`config.mk`:
```
export PLATFORM = sky130hd
export DESIGN_NAME = seg7_scan_ctrl
export DESIGN_NICKNAME = d
export VERILOG_FILES = /design/src/rtl/seg7_scan_ctrl.sv
export SDC_FILE = /design/constraint.sdc
export NUM_CORES = 1
export LEC_CHECK = 0
export ABC_AREA = 1
export CAP_MARGIN = 30
export CORE_AREA = 2 2 82 84
export CTS_CLUSTER_DIAMETER = 30
export CTS_CLUSTER_SIZE = 10
export DETAILED_ROUTE_END_ITERATION = 12
export DIE_AREA = 0 0 84 86
export PLACE_DENSITY = 0.74
export SYNTH_ARGS = -nofsm -noshare
export SYNTH_HDL_FRONTEND = slang
export SYNTH_SLANG_ARGS = --single-unit
```
`constraint.sdc`:
```
create_clock -name in_clk -period 3.3 [get_ports in_clk]
set_input_delay 0.825 -clock in_clk [delete_from_list [all_inputs] [get_ports in_clk]]
set_output_delay 0.825 -clock in_clk [all_outputs]
set_load 0.1 [all_outputs]
```
`src/rtl/seg7_scan_ctrl.sv`:
```
// seg7_scan_ctrl
//   Time-multiplexed scan controller for a 4-digit common-anode 7-segment
//   display. A snapshot of value/blank/dp is taken at the start of every frame.
//   Each digit slot begins with one all-dark guard cycle and lasts
//   TICKS_PER_DIGIT en_tick strobes.
//
// Parameters
//   TICKS_PER_DIGIT  en_tick strobes per digit slot (1..65535)
//
// Ports
//   in_clk       system clock, rising edge
//   rst          asynchronous reset, active-high
//   en_tick      one-cycle scan-rate strobe
//   value_in     four hex digits, [3:0] = digit 0 (rightmost)
//   blank_in     per-digit force-blank mask, 1 = blank
//   dp_in        per-digit decimal point, 1 = lit
//   anode        digit enables, active-low (one-hot-low or all-high)
//   seg          segments {g,f,e,d,c,b,a}, active-low
//   dp           decimal point, active-low
//   frame_start  one-cycle pulse when a new snapshot is taken
//
// Build option
//   SEG7_LEADING_ZERO_BLANK_EN  defined: digits 3..1 are blanked while they
//   and every higher digit of the snapshot are zero. Digit 0 always shows.

module seg7_scan_ctrl #(
  parameter int unsigned TICKS_PER_DIGIT = 4
) (
  input  logic        in_clk,
  input  logic        rst,
  input  logic        en_tick,
  input  logic [15:0] value_in,
  input  logic [3:0]  blank_in,
  input  logic [3:0]  dp_in,
  output logic [3:0]  anode,
  output logic [6:0]  seg,
  output logic        dp,
  output logic        frame_start
);

  typedef enum logic [1:0] {
    WAIT_TICK = 2'd0,
    GUARD     = 2'd1,
    SHOW      = 2'd2
  } state_t;

  localparam logic [16:0] TICKS = 17'(TICKS_PER_DIGIT);

  function automatic logic [6:0] hex_decode(input logic [3:0] nib);
    logic [6:0] s;
    case (nib)
      4'h0:    s = 7'b1000000;
      4'h1:    s = 7'b1111001;
      4'h2:    s = 7'b0100100;
      4'h3:    s = 7'b0110000;
      4'h4:    s = 7'b0011001;
      4'h5:    s = 7'b0010010;
      4'h6:    s = 7'b0000010;
      4'h7:    s = 7'b1111000;
      4'h8:    s = 7'b0000000;
      4'h9:    s = 7'b0010000;
      4'hA:    s = 7'b0001000;
      4'hB:    s = 7'b0000011;
      4'hC:    s = 7'b1000110;
      4'hD:    s = 7'b0100001;
      4'hE:    s = 7'b0000110;
      default: s = 7'b0001110;
    endcase
    return s;
  endfunction

  state_t      state, state_nx;
  logic [1:0]  idx, idx_nx;
  logic [15:0] dwell, dwell_nx;
  logic [16:0] dwell_inc;
  logic [15:0] sh_val, sh_val_nx;
  logic [3:0]  sh_blank, sh_blank_nx;
  logic [3:0]  sh_dp, sh_dp_nx;
  logic        load;

  logic [3:0]  nib;
  logic        lz_blank;
  logic        lit;
  logic [3:0]  anode_nx;
  logic [6:0]  seg_nx;
  logic        dp_nx;

  always_ff @(posedge in_clk or posedge rst) begin
    if (rst) begin
      state       <= WAIT_TICK;
      idx         <= '0;
      dwell       <= '0;
      sh_val      <= '0;
      sh_blank    <= '0;
      sh_dp       <= '0;
      anode       <= '1;
      seg         <= '1;
      dp          <= 1'b1;
      frame_start <= 1'b0;
    end else begin
      state       <= state_nx;
      idx         <= idx_nx;
      dwell       <= dwell_nx;
      sh_val      <= sh_val_nx;
      sh_blank    <= sh_blank_nx;
      sh_dp       <= sh_dp_nx;
      anode       <= anode_nx;
      seg         <= seg_nx;
      dp          <= dp_nx;
      frame_start <= load;
    end
  end

  // Ticks seen in GUARD also count, and the slot ends on the first SHOW tick
  // at or past the limit, so a continuously high en_tick with a limit of 1
  // still advances on every SHOW cycle.
  always_comb begin
    state_nx  = state;
    idx_nx    = idx;
    dwell_nx  = dwell;
    load      = 1'b0;
    dwell_inc = {1'b0, dwell} + 17'd1;
    case (state)
      WAIT_TICK: begin
        if (en_tick) begin
          load     = 1'b1;
          idx_nx   = '0;
          dwell_nx = '0;
          state_nx = GUARD;
        end
      end
      GUARD: begin
        state_nx = SHOW;
        if (en_tick) dwell_nx = dwell_inc[15:0];
      end
      SHOW: begin
        if (en_tick) begin
          if (dwell_inc >= TICKS) begin
            state_nx = GUARD;
            dwell_nx = '0;
            idx_nx   = idx + 2'd1;
            load     = (idx == 2'd3);
          end else begin
            dwell_nx = dwell_inc[15:0];
          end
        end
      end
      default: begin
        state_nx = WAIT_TICK;
        idx_nx   = '0;
        dwell_nx = '0;
      end
    endcase
  end

  always_comb begin
    sh_val_nx   = load ? value_in : sh_val;
    sh_blank_nx = load ? blank_in : sh_blank;
    sh_dp_nx    = load ? dp_in    : sh_dp;
  end

  // Outputs are decoded from the next-state values and registered, so they
  // line up with the state register cycle-for-cycle without any input path.
  always_comb begin
    nib = sh_val_nx[{idx_nx, 2'b00} +: 4];
`ifdef SEG7_LEADING_ZERO_BLANK_EN
    lz_blank = (idx_nx != 2'd0) && ((sh_val_nx >> {idx_nx, 2'b00}) == 16'd0);
`else
    lz_blank = 1'b0;
`endif
    lit      = (state_nx == SHOW) && !sh_blank_nx[idx_nx] && !lz_blank;
    anode_nx = '1;
    seg_nx   = '1;
    dp_nx    = 1'b1;
    if (lit) begin
      anode_nx = ~(4'b0001 << idx_nx);
      seg_nx   = hex_decode(nib);
      dp_nx    = ~sh_dp_nx[idx_nx];
    end
  end

endmodule

```
==> flow_summary.json, run 1 <==
{
  "outcome": "completed",
  "seq_area_frac_synth": 0.4283,
  "layout_commonest_cell": "nand2_1",
  "start_util": 0.5362,
  "setup_viol": 0,
  "drive_gt1_frac": 0.1957,
  "ys_seq_elements": 57,
  "crit_fanout": 7,
  "root_buffer": "clkbuf_8",
  "worstHoldPathType": "reg2reg",
  "gp_congestion": 0.8840,
  "coreArea_mm2": 0.006277,
  "tightest_slew_ns": 0.7214,
  "synthFlopType": "dfrtp_1",
  "timing.hold.ws_ns": 0.5090,
  "fp.dieW_um": 84,
  "tns_ns": 0,
  "async_flop_share": 1.000,
  "dr.pass1.iters": 4,
  "cts_buffers": 9,
  "startpoint_type": "flop",
  "crit_type": "reg2reg",
  "leakage_nw": 1.986,
  "grt_max_degree": 58,
  "vias": 3079,
  "seqCellArea_mm2": 0.001444,
  "port-buffer-count": 39,
  "cts_tree": "built",
  "synth_top_area_frac": 0.3346,
  "globalRouteOverflowTotal": 0,
  "cp-startpoint": "dwell[1]$_DFFE_PP0P_",
  "critPathMaxStageDelay_ns": 0.39,
  "final_cell_mix": "153 x nand2_1, 69 x nand3_1, 46 x inv_1",
  "cts_buffer_depth": 2,
  "peakVddDrop_v": 0.0005373,
  "yosys_warnings": 0,
  "synth_top_cell_by_area": "dfrtp_1",
  "synth_area_mm2": 0.003366,
  "htreeDepth": 3,
  "drtAntennaViolNets": 0,
  "syn-instance-count": 452,
  "drtIter0Drc": 182,
  "power.density_mw_per_mm2": 751.5,
  "grt_pass1_vias": 2976,
  "dieArea_mm2": 0.007224,
  "min_from": "sh_dp[1]$_DFF_PP0_",
  "die_height_um": 86,
  "relSlewSlack": 0.5191,
  "finalCriticalPeriod_ns": 3.083,
  "finalCritPeriodShare": 0.9342,
  "finalHoldViolCount": 0,
  "finalNetCount": 546,
  "crit_path_end_kind": "flop",
  "clkSinkCount": 57,
  "viasPerCell": 5.236,
  "cts_hold_buf": 0,
  "dpl.hpwl_um": 5609,
  "grt_use_total": 0.2271,
  "final_max_slew_viol_count": 0,
  "fillCellCount": 554,
  "clk_pin_slew_ns": 0.07,
  "clk_latency_ns": 0.35,
  "ios": 40,
  "grt_pass1_wl_um": 13120,
  "rr_startpoint": "dwell[1]$_DFFE_PP0P_",
  "synth_fp_nets": 492,
  "n_antenna_cell": 0,
  "skew_ns": 0.005292,
  "cpMostUsedCell": "nand3_1",
  "crit_required_ns": 3.57,
  "maxCapViolations": 0,
  "synth_edf_count": 0,
  "worstPathArrival_ns": 3.35,
  "cp_cell_sequence": "buf_4, nand2_1, nor2_4, nand2_2, nor2_2, nand3_1, nand2_1, nand2_1, nor2_2, nand2_2, nand3_1, nand2_2, a21oi_4, buf_6, nand3_1, nand2_2, a21oi_4, buf_4, ha_1, inv_1, nand2_1, nand3_1, nand3_1",
  "num_rows": 29,
  "wl_per_cell_um": 13.40,
  "grt_antenna_before_repair": 0,
  "multi_input_area_mm2": 0.001708,
  "syn_to_final_growth_pct": 23.12,
  "netlist_top_cells_area": "dfrtp_1 33%, nand2_1 18%, nand3_1 11%",
  "wirelength_um": 7878,
  "avgSynthCellArea_um2": 7.446,
  "drc": 0,
  "critPathSlowestCell": "dfrtp_1",
  "timing.fmax_mhz": 324.4,
  "synth_cell_types": 31
}
## kinds of logic (layout without fill, tap and decap cells)
| logic type | count (synthesis) | in the layout | synth area share |
|---|---|---|---|
| buf+inv | 68 | 127 | 0.08625 |
| compound gates | 32 | 32 | 0.05800 |
| mux | 1 | 1 | 0.003345 |
| flops | 57 | 57 | 0.4283 |
| xor+xnor | 1 | 1 | 0.002603 |
| fa+ha+maj | 13 | 13 | 0.04833 |
| simple gates | 280 | 280 | 0.3732 |
## power breakdown
group / total (mW) / internal [mW] / switching [mW]
Sequential: 0.995 / 0.924 / 0.0708
Clock: 0.667 / 0.364 / 0.304
Combinational: 1.45 / 0.423 / 1.03
Total: 3.11 / 1.71 / 1.40
## path summary, 6_finish.rpt
| check | cells past startpoint | slack (ns) | end |
|---|---|---|---|
| worst min-delay path | 1 | 0.51 | sh_dp[1]$_DFF_PP0_ |
| worst min register to register | 1 | 0.51 | sh_dp[1]$_DFF_PP0_ |
| worst max-delay path | 23 | 0.22 | seg[0]$_DFF_PP1_ |
| worst max register to register | 23 | 0.22 | seg[0]$_DFF_PP1_ |
| min in group asynchronous | 3 | 1.00 | frame_start$_DFF_PP0_ |
| max in group asynchronous | 3 | 1.79 | dwell[0]$_DFFE_PP0P_ |
## critical path, delay by kind of cell, from the launching register on
kind	cells	cell delay (ns)
adder cells (fa/ha/maj)	1	0.21
AO/OA/AOI/OAI	2	0.33
flip-flops	1	0.39
buffers and inverters	4	0.52
AND/OR/NAND/NOR	16	1.55
## final cells by class
class,count,share of cell area
Clock buffer,11,0.04197
Clock inverter,5,0.008152
Inverter,58,0.05254
Multi-Input combinational cell,327,0.4121
Sequential cell,57,0.3484
Tap cell,77,0.02325
Timing Repair Buffer,53,0.1135
## what timing repair did
| action | CTS | global route |
|---|---|---|
| setup endpoints to repair | 0 | 8 |
| gates resized for setup | 0 | 22 |
| setup buffers | 0 | 3 |
## synthesized netlist by cell type (2+ instances only)
master      n
nand2_1   157
nand3_1    71
inv_1      49
dfrtp_1    45
nor2_1     22
ha_1       13
o21ai_0    13
dfstp_2    12
nand2_2     9
nand4_1     9
inv_2       7
o22ai_1     7
a21oi_1     6
nor2_4      4
buf_4       3
buf_6       3
clkbuf_1    3
nand2_4     3
clkinv_1    2
nand3_2     2
nor2_2      2
## sequential cells by signal (all words and copies together) (netlist names)
signal,cells
dp,1
state,2
frame_start,1
sh_blank,4
seg,7
anode,4
sh_dp,4
sh_val,16
idx,2
dwell,16
## per-stage QoR
step | setup WS, ns | util | std cells | total power [mW] | cell area (µm²)
2_1_floorplan | 0.4716 | - | 452 | 2.081 | 3366
4_1_cts | 0.05245 | 0.6432 | 585 | 3.085 | 4038
3_3_place_gp | 0.1362 | 0.6101 | 569 | 2.395 | 3830
5_1_grt | -0.03767 | 0.6602 | 588 | 3.330 | 4144
6_report | 0.2173 | 0.6602 | 588 | 3.114 | 4144
3_5_place_dp | 0.07532 | 0.6101 | 569 | 2.413 | 3830
## routing by layer
layer  routed length [µm]  global-route usage  up-vias
li1                     -                   -     1556
met1                 3686              0.2999     1416
met2                 3597              0.3615       91
met3                  434             0.05967       16
met4                  160             0.08651        0
met5                    0                   0        -
Note: power is estimated with default switching activity, not from simulation.
==> inputs of run 2 (changes only) <==
--- a/config.mk
+++ b/config.mk
@@ -9,3 +9,5 @@
 export CAP_MARGIN = 30
-export CORE_AREA = 2 2 82 84
+export CELL_PAD_IN_SITES_DETAIL_PLACEMENT = 1
+export CELL_PAD_IN_SITES_GLOBAL_PLACEMENT = 2
+export CORE_AREA = 2 2 106 108
 export CTS_CLUSTER_DIAMETER = 30
@@ -13,4 +15,4 @@
 export DETAILED_ROUTE_END_ITERATION = 12
-export DIE_AREA = 0 0 84 86
-export PLACE_DENSITY = 0.74
+export DIE_AREA = 0 0 108 110
+export PLACE_DENSITY = 0.75
 export SYNTH_ARGS = -nofsm -noshare
==> constraint.sdc (replaced) <==
create_clock -name in_clk -period 3.3 [get_ports in_clk]
set_input_delay 0.66 -clock in_clk [delete_from_list [all_inputs] [get_ports in_clk]]
set_output_delay 0.66 -clock in_clk [all_outputs]
set_load 0.1 [all_outputs]
==> run 2 against run 1 <==
Net effect:
- final area up 7.7%
- clock skew grew 0.0025 ns
- fmax shrank 0.70%
- largest power group unchanged
- total power up 3.4%
- highest routed layer unchanged
==> flow_summary.json, run 2 (synthesis results as in run 1) <==
{
  "worstPathArrival_ns": 3.38,
  "start_util": 0.3146,
  "drtIter0Drc": 115,
  "final_cell_mix": "146 x nand2_1, 67 x nand3_1, 44 x inv_1",
  "drtAntennaViolNets": 0,
  "grt_pass1_vias": 3323,
  "viasPerCell": 4.712,
  "seqCellArea_mm2": 0.001445,
  "root_buffer": "clkbuf_8",
  "skew_ns": 0.007789,
  "finalHoldViolCount": 0,
  "multi_input_area_mm2": 0.001788,
  "cts_buffer_depth": 2,
  "grt_pass1_wl_um": 16170,
  "peakVddDrop_v": 0.0003374,
  "grt_use_total": 0.1766,
  "path_depth": 23,
  "drive_gt1_frac": 0.2533,
  "r2r_cells": 23,
  "met3_usage": 0.03469,
  "finalNetCount": 568,
  "gp_congestion": 0.8136,
  "grt_antenna_before_repair": 0,
  "setup_viol": 0,
  "critPathMaxStageDelay_ns": 0.43,
  "fillCellCount": 1334,
  "leakage_nw": 2.092,
  "vias": 3171,
  "cp_cell_sequence": "ha_4, nand2_2, nor2_4, buf_6, nand4_1, xor2_1, nor2_1, nand2_2, nand2_2, nand2_1, nand3_2, nand2_4, buf_12, nand3_1, nand2_1, nand2_1, nand2_4, inv_2, ha_1, nand2_2, nor2_1, nor2_1, nand2_1",
  "design_area_mm2": 0.004462,
  "relSlewSlack": 0.4939,
  "critPathSlowestCell": "dfrtp_2",
  "maxCapViolations": 0,
  "crit_path_end_kind": "flop",
  "num_rows": 38,
  "crit_type": "reg2reg",
  "setup_slack_ns": 0.1956,
  "cts_tree": "built",
  "power.density_mw_per_mm2": 721.5,
  "fp.dieW_um": 108,
  "dpl.hpwl_um": 7294,
  "grt_use_met1": 0.2051,
  "outcome": "completed",
  "n_antenna_cell": 0,
  "worstHoldPathType": "reg2reg",
  "reg.largest.list": "dwell x16, sh_val x16, seg x7",
  "htreeDepth": 3,
  "pre_cts_slack_ns": -0.06836,
  "tightest_slew_ns": 0.7591,
  "finalCritPeriodShare": 0.9407,
  "rsz0062_at_grt": "true",
  "dpl_cell_area_mm2": 0.003924,
  "wirelength_um": 10020,
  "timing.fmax_mhz": 322.1,
  "power.total_mw": 3.219,
  "dieArea_mm2": 0.01188,
  "final_max_slew_viol_count": 0,
  "hold_depth": 2,
  "startpoint_type": "flop",
  "clkSinkCount": 57,
  "finalCriticalPeriod_ns": 3.104,
  "port-buffer-count": 39,
  "drc": 0,
  "clk_latency_ns": 0.35,
  "syn_to_final_growth_pct": 32.57,
  "crit_fanout": 8,
  "wl_per_cell_um": 14.89,
  "worstPathBufferInverterCount": 3,
  "ios": 40,
  "globalRouteOverflowTotal": 0,
  "layout_commonest_cell": "nand2_1",
  "critPathTopFamily": "simple AND/OR/NAND/NOR gates",
  "die_height_um": 110,
  "crit_required_ns": 3.58,
  "grt_busiest_layer": "met2",
  "grt_max_degree": 58,
  "final_core_util": 0.4171,
  "gr-usage-met2": 0.3288,
  "cts_buffers": 9,
  "dr.pass1.iters": 4,
  "coreArea_mm2": 0.01070,
  "cts_hold_buf": 0,
  "clk_pin_slew_ns": 0.07
}
## run 2: cell types whose count changed in the layout (fill, tap and decap cells not counted), moves of 3 or more
cell	delta
buf_4	+17
nand2_1	-7
nand2_2	+6
clkbuf_1	+3
nor2_4	+3
## run 2: layout make-up
class	instances	area share
multi-input cells	328	0.4007
inverters	58	0.04935
clock inverters	2	0.002243
flip-flops and latches	57	0.3239
clock buffers	14	0.03898
well taps	140	0.03926
repair buffers	74	0.1455
## run 2: metal layers
layer | wire, µm | up-vias
met4 | 116 | 0
met2 | 5425 | 28
met1 | 4257 | 1539
li1 | - | 1595
met5 | 0 | -
met3 | 219 | 9
## run 2: per-stage QoR
stage	TNS [ns]	std cells	hold WS [ns]
floorplan	0	452	0.4714
global placement	0	634	0.4907
detailed placement	-0.2161	634	0.4990
CTS	0	652	0.5197
global route	-0.1351	673	0.5390
finish	0	673	0.5125
## run 2: timing repair
| action | in CTS | in global routing |
|---|---|---|
| cloned | 0 | 1 |
| setup endpoints to repair | 5 | 12 |
| buffers inserted | 2 | 20 |
| endpoints found under the hold margin | 0 | 0 |
| pin swaps | 0 | 18 |
| gates resized for setup | 5 | 42 |
## run 2: final timing paths
check                           slack [ns]                   from                    end
worst max-delay path                  0.20   dwell[0]$_DFFE_PP0P_       seg[1]$_DFF_PP1_
min in group asynchronous             0.85                    rst   dwell[6]$_DFFE_PP0P_
worst min register to register        0.51  sh_blank[2]$_DFF_PP0_  sh_blank[2]$_DFF_PP0_
max in group asynchronous             1.91                    rst   dwell[0]$_DFFE_PP0P_
worst min-delay path                  0.51  sh_blank[2]$_DFF_PP0_  sh_blank[2]$_DFF_PP0_
worst max register to register        0.20   dwell[0]$_DFFE_PP0P_       seg[1]$_DFF_PP1_
## run 2: tightest hold or removal path: cells and delay by family (launching register included)
kind / cells / cell delay [ns]
and+or+nand+nor: 2 / 0.15
DFF: 1 / 0.32
## run 2: where the power goes
part           switching [mW]  internal [mW]
sequential             0.0730          0.925
combinational            1.11          0.486
clock                   0.284          0.337
total                    1.47           1.75
==> inputs of run 3 (changes only) <==
ABC_AREA = not set   (was 1)
CORE_AREA = 2 2 103 105   (was 2 2 106 108)
CTS_CLUSTER_SIZE = 12   (was 10)
DIE_AREA = 0 0 105 107   (was 0 0 108 110)
MAX_ROUTING_LAYER = met4   (was not set)
==> run 3 against run 2 <==
Net effect:
- the run now ends with negative setup slack left
- combinational power is 31% higher
- setup slack worse by 0.55 ns
- via count up 0.44%
- utilization rose by 9.4 points
- critical path depth down 7
- global-route usage is 2.6 points higher
- die area down 5.4%
- wire length increased by 9.7%
- total power grew 21%
- critical path type unchanged
- highest routed layer unchanged
==> flow_summary.json, run 3 <==
{
  "finalCriticalPeriod_ns": 3.658,
  "avgSynthCellArea_um2": 9.761,
  "synth_top_area_frac": 0.3187,
  "netlist_top_cells_area": "dfrtp_1 32%, dfstp_2 8.9%, mux2_2 8.0%",
  "async_flop_share": 1.000,
  "critPathTopFamily": "simple AND/OR/NAND/NOR gates",
  "port-buffer-count": 39,
  "skew_ns": 0.01214,
  "worstPathBufferInverterCount": 3,
  "outcome": "complete, but fails checks",
  "rrSetupSlack_ns": -0.36,
  "peakVddDrop_v": 0.0006014,
  "globalRouteOverflowTotal": 0,
  "cts_buffers": 9,
  "dieArea_mm2": 0.01124,
  "timing.hold.ws_ns": 0.4846,
  "synth_fp_nets": 402,
  "grt_pass1_wl_um": 17260,
  "critPathMaxStageDelay_ns": 0.46,
  "vias": 3185,
  "crit_fanout": 5,
  "dr.pass1.iters": 4,
  "drc": 0,
  "syn_to_final_growth_pct": 45.96,
  "grt_use_total": 0.2022,
  "crit_required_ns": 3.59,
  "finalCritPeriodShare": 1.108,
  "grt_antenna_before_repair": 0,
  "cp_cell_sequence": "ha_4, nand4_4, nor3_4, or3_1, a221oi_2, and4_4, buf_4, mux2i_4, buf_4, mux2_4, mux2i_4, inv_2, ha_4, or3_4, o221ai_2, nand2_1",
  "crit_path_end_kind": "flop",
  "wirelength_um": 10990,
  "synth_cell_types": 64,
  "cts_buffer_depth": 2,
  "p_sw_frac": 0.4150,
  "seqPwrFrac": 0.268,
  "n_antenna_cell": 0,
  "ys_seq_elements": 57,
  "switching_power_mw": 1.615,
  "drive_gt1_frac": 0.4262,
  "syn-instance-count": 362,
  "grt_max_degree": 31,
  "synth_area_mm2": 0.003533,
  "tns_ns": -2.830,
  "yosys_warnings": 0,
  "final_max_slew_viol_count": 0,
  "layout_commonest_cell": "buf_4",
  "viasPerCell": 5.104,
  "violations": "negative setup slack",
  "fillCellCount": 1144,
  "maxCapViolations": 0,
  "power.density_mw_per_mm2": 754.6,
  "clk_latency_ns": 0.35,
  "wl_per_cell_um": 17.61,
  "worstPathArrival_ns": 3.94,
  "drtIter0Drc": 83,
  "leakage_nw": 2.281,
  "synthSimpleGateAreaFrac": 0.1778,
  "p_int_mw": 2.277,
  "clkPwrFrac": 0.194,
  "relSlewSlack": 0.5586,
  "synth.mux.area_fraction": 0.1374,
  "synth_top_family_by_area": "simple AND/OR/NAND/NOR gates",
  "rsz0062_at_grt": "true",
  "timing.fmax_mhz": 273.4,
  "drtAntennaViolNets": 0,
  "fp.dieW_um": 105,
  "pwr-share-comb": 0.539,
  "seq_area_frac_synth": 0.4079,
  "reg.largest.list": "dwell x16, sh_val x16, seg x7",
  "start_util": 0.3501,
  "synth_edf_count": 0,
  "tightest_slew_ns": 0.6611,
  "cts_tree": "built",
  "synthFlopType": "dfrtp_1",
  "fin_cells": 624,
  "worstHoldPathType": "reg2reg",
  "ios": 40,
  "synth-xor-area-share": 0.009915,
  "die_height_um": 107,
  "synth_top_cell_by_area": "dfrtp_1",
  "setup_viol": 12,
  "coreArea_mm2": 0.01009,
  "clkSinkCount": 57,
  "synth-compound-area-share": 0.1643,
  "startpoint_type": "flop",
  "grt_pass1_vias": 3395,
  "root_buffer": "clkbuf_8",
  "finalNetCount": 523,
  "num_rows": 37,
  "critPathSlowestCell": "dfrtp_2",
  "synthMostInstantiatedCell": "nand2_1",
  "finalHoldViolCount": 0,
  "final_cell_mix": "96 x buf_4, 53 x nand2_1, 39 x dfrtp_1",
  "gp_congestion": 0.8583,
  "ys_top_cells_by_count": "53 x nand2_1, 45 x dfrtp_1, 25 x mux2_2, 21 x nor2_1, 21 x o21ai_0",
  "dpl.hpwl_um": 7639,
  "clk_pin_slew_ns": 0.08,
  "htreeDepth": 3,
  "synthAdderAreaFrac": 0.04603,
  "crit_type": "reg2reg",
  "setup_slack_ns": -0.3580,
  "dp.cells": 595
}
## run 3: final cells by class
class	count	area, µm²	area share
Inverter	18	70.07	0.01359
Tap cell	136	170.2	0.03299
Multi-Input combinational cell	266	2143	0.4156
Sequential cell	57	1449	0.2809
Timing Repair Buffer	131	1104	0.2140
Clock inverter	4	76.32	0.01480
Clock buffer	12	145.1	0.02814
## run 3: tightest hold or removal path: stages, from the launching register on
cell and delay, ns:
dfrtp_1 0.33, nand2_1 0.05, nand2_1 0.07
## run 3: stage by stage
| step | power [mW] | setup slack, ns | utilization | cell area, µm² |
|---|---|---|---|---|
| 3_5_place_dp | 2.928 | -0.4272 | 0.4586 | 4628 |
| 2_1_floorplan | 2.352 | -0.4190 | - | 3597 |
| 5_1_grt | 4.127 | -0.4927 | 0.5110 | 5157 |
| 3_3_place_gp | 2.854 | -0.3335 | 0.4586 | 4628 |
| 4_1_cts | 3.750 | -0.3415 | 0.4883 | 4928 |
| 6_report | 3.892 | -0.3580 | 0.5110 | 5157 |
## run 3: power groups by stage
stage               Combinational [mW]  Clock (mW)  Sequential, mW
finish                            2.10       0.754            1.04
floorplan                        0.965           0            1.39
global route                      2.26       0.804            1.07
detailed placement                1.88           0            1.05
global placement                  1.82           0            1.04
CTS                               1.94       0.772            1.04
## run 3: metal layers
layer | share of wire | vias to the layer above | GRT usage
met5 | 0 | - | -
met4 | 0.012 | 0 | 0.06381
met3 | 0.030 | 10 | 0.04559
met2 | 0.50 | 42 | 0.3214
met1 | 0.46 | 1591 | 0.2580
li1 | - | 1542 | -
## run 3: cells by family (layout without fill, tap and decap cells)
group           count (synthesis)  after routing
xor+xnor                        4              4
fa+ha+maj                      13             13
compound gates                 80             80
buf+inv                        40            165
mux                            42             42
flops                          57             57
simple gates                  126            127
## run 3: path summary, 6_finish.rpt
| check | startpoint | cells after the start | endpoint |
|---|---|---|---|
| worst max-delay path | dwell[1]$_DFFE_PP0P_ | 16 | seg[0]$_DFF_PP1_ |
| min in group asynchronous | rst | 2 | frame_start$_DFF_PP0_ |
| worst max register to register | dwell[1]$_DFFE_PP0P_ | 16 | seg[0]$_DFF_PP1_ |
| worst min-delay path | sh_dp[0]$_DFF_PP0_ | 2 | sh_dp[0]$_DFF_PP0_ |
| worst min register to register | sh_dp[0]$_DFF_PP0_ | 2 | sh_dp[0]$_DFF_PP0_ |
| max in group asynchronous | rst | 3 | anode[2]$_DFF_PP1_ |
## run 3: what timing repair did
action / CTS / global route
gates cloned: 1 / 1
buffers inserted: 4 / 9
hold buffers: 0 / 0
pin swaps: 8 / 14
endpoints found under the setup margin: 12 / 12
resized for setup: 13 / 37
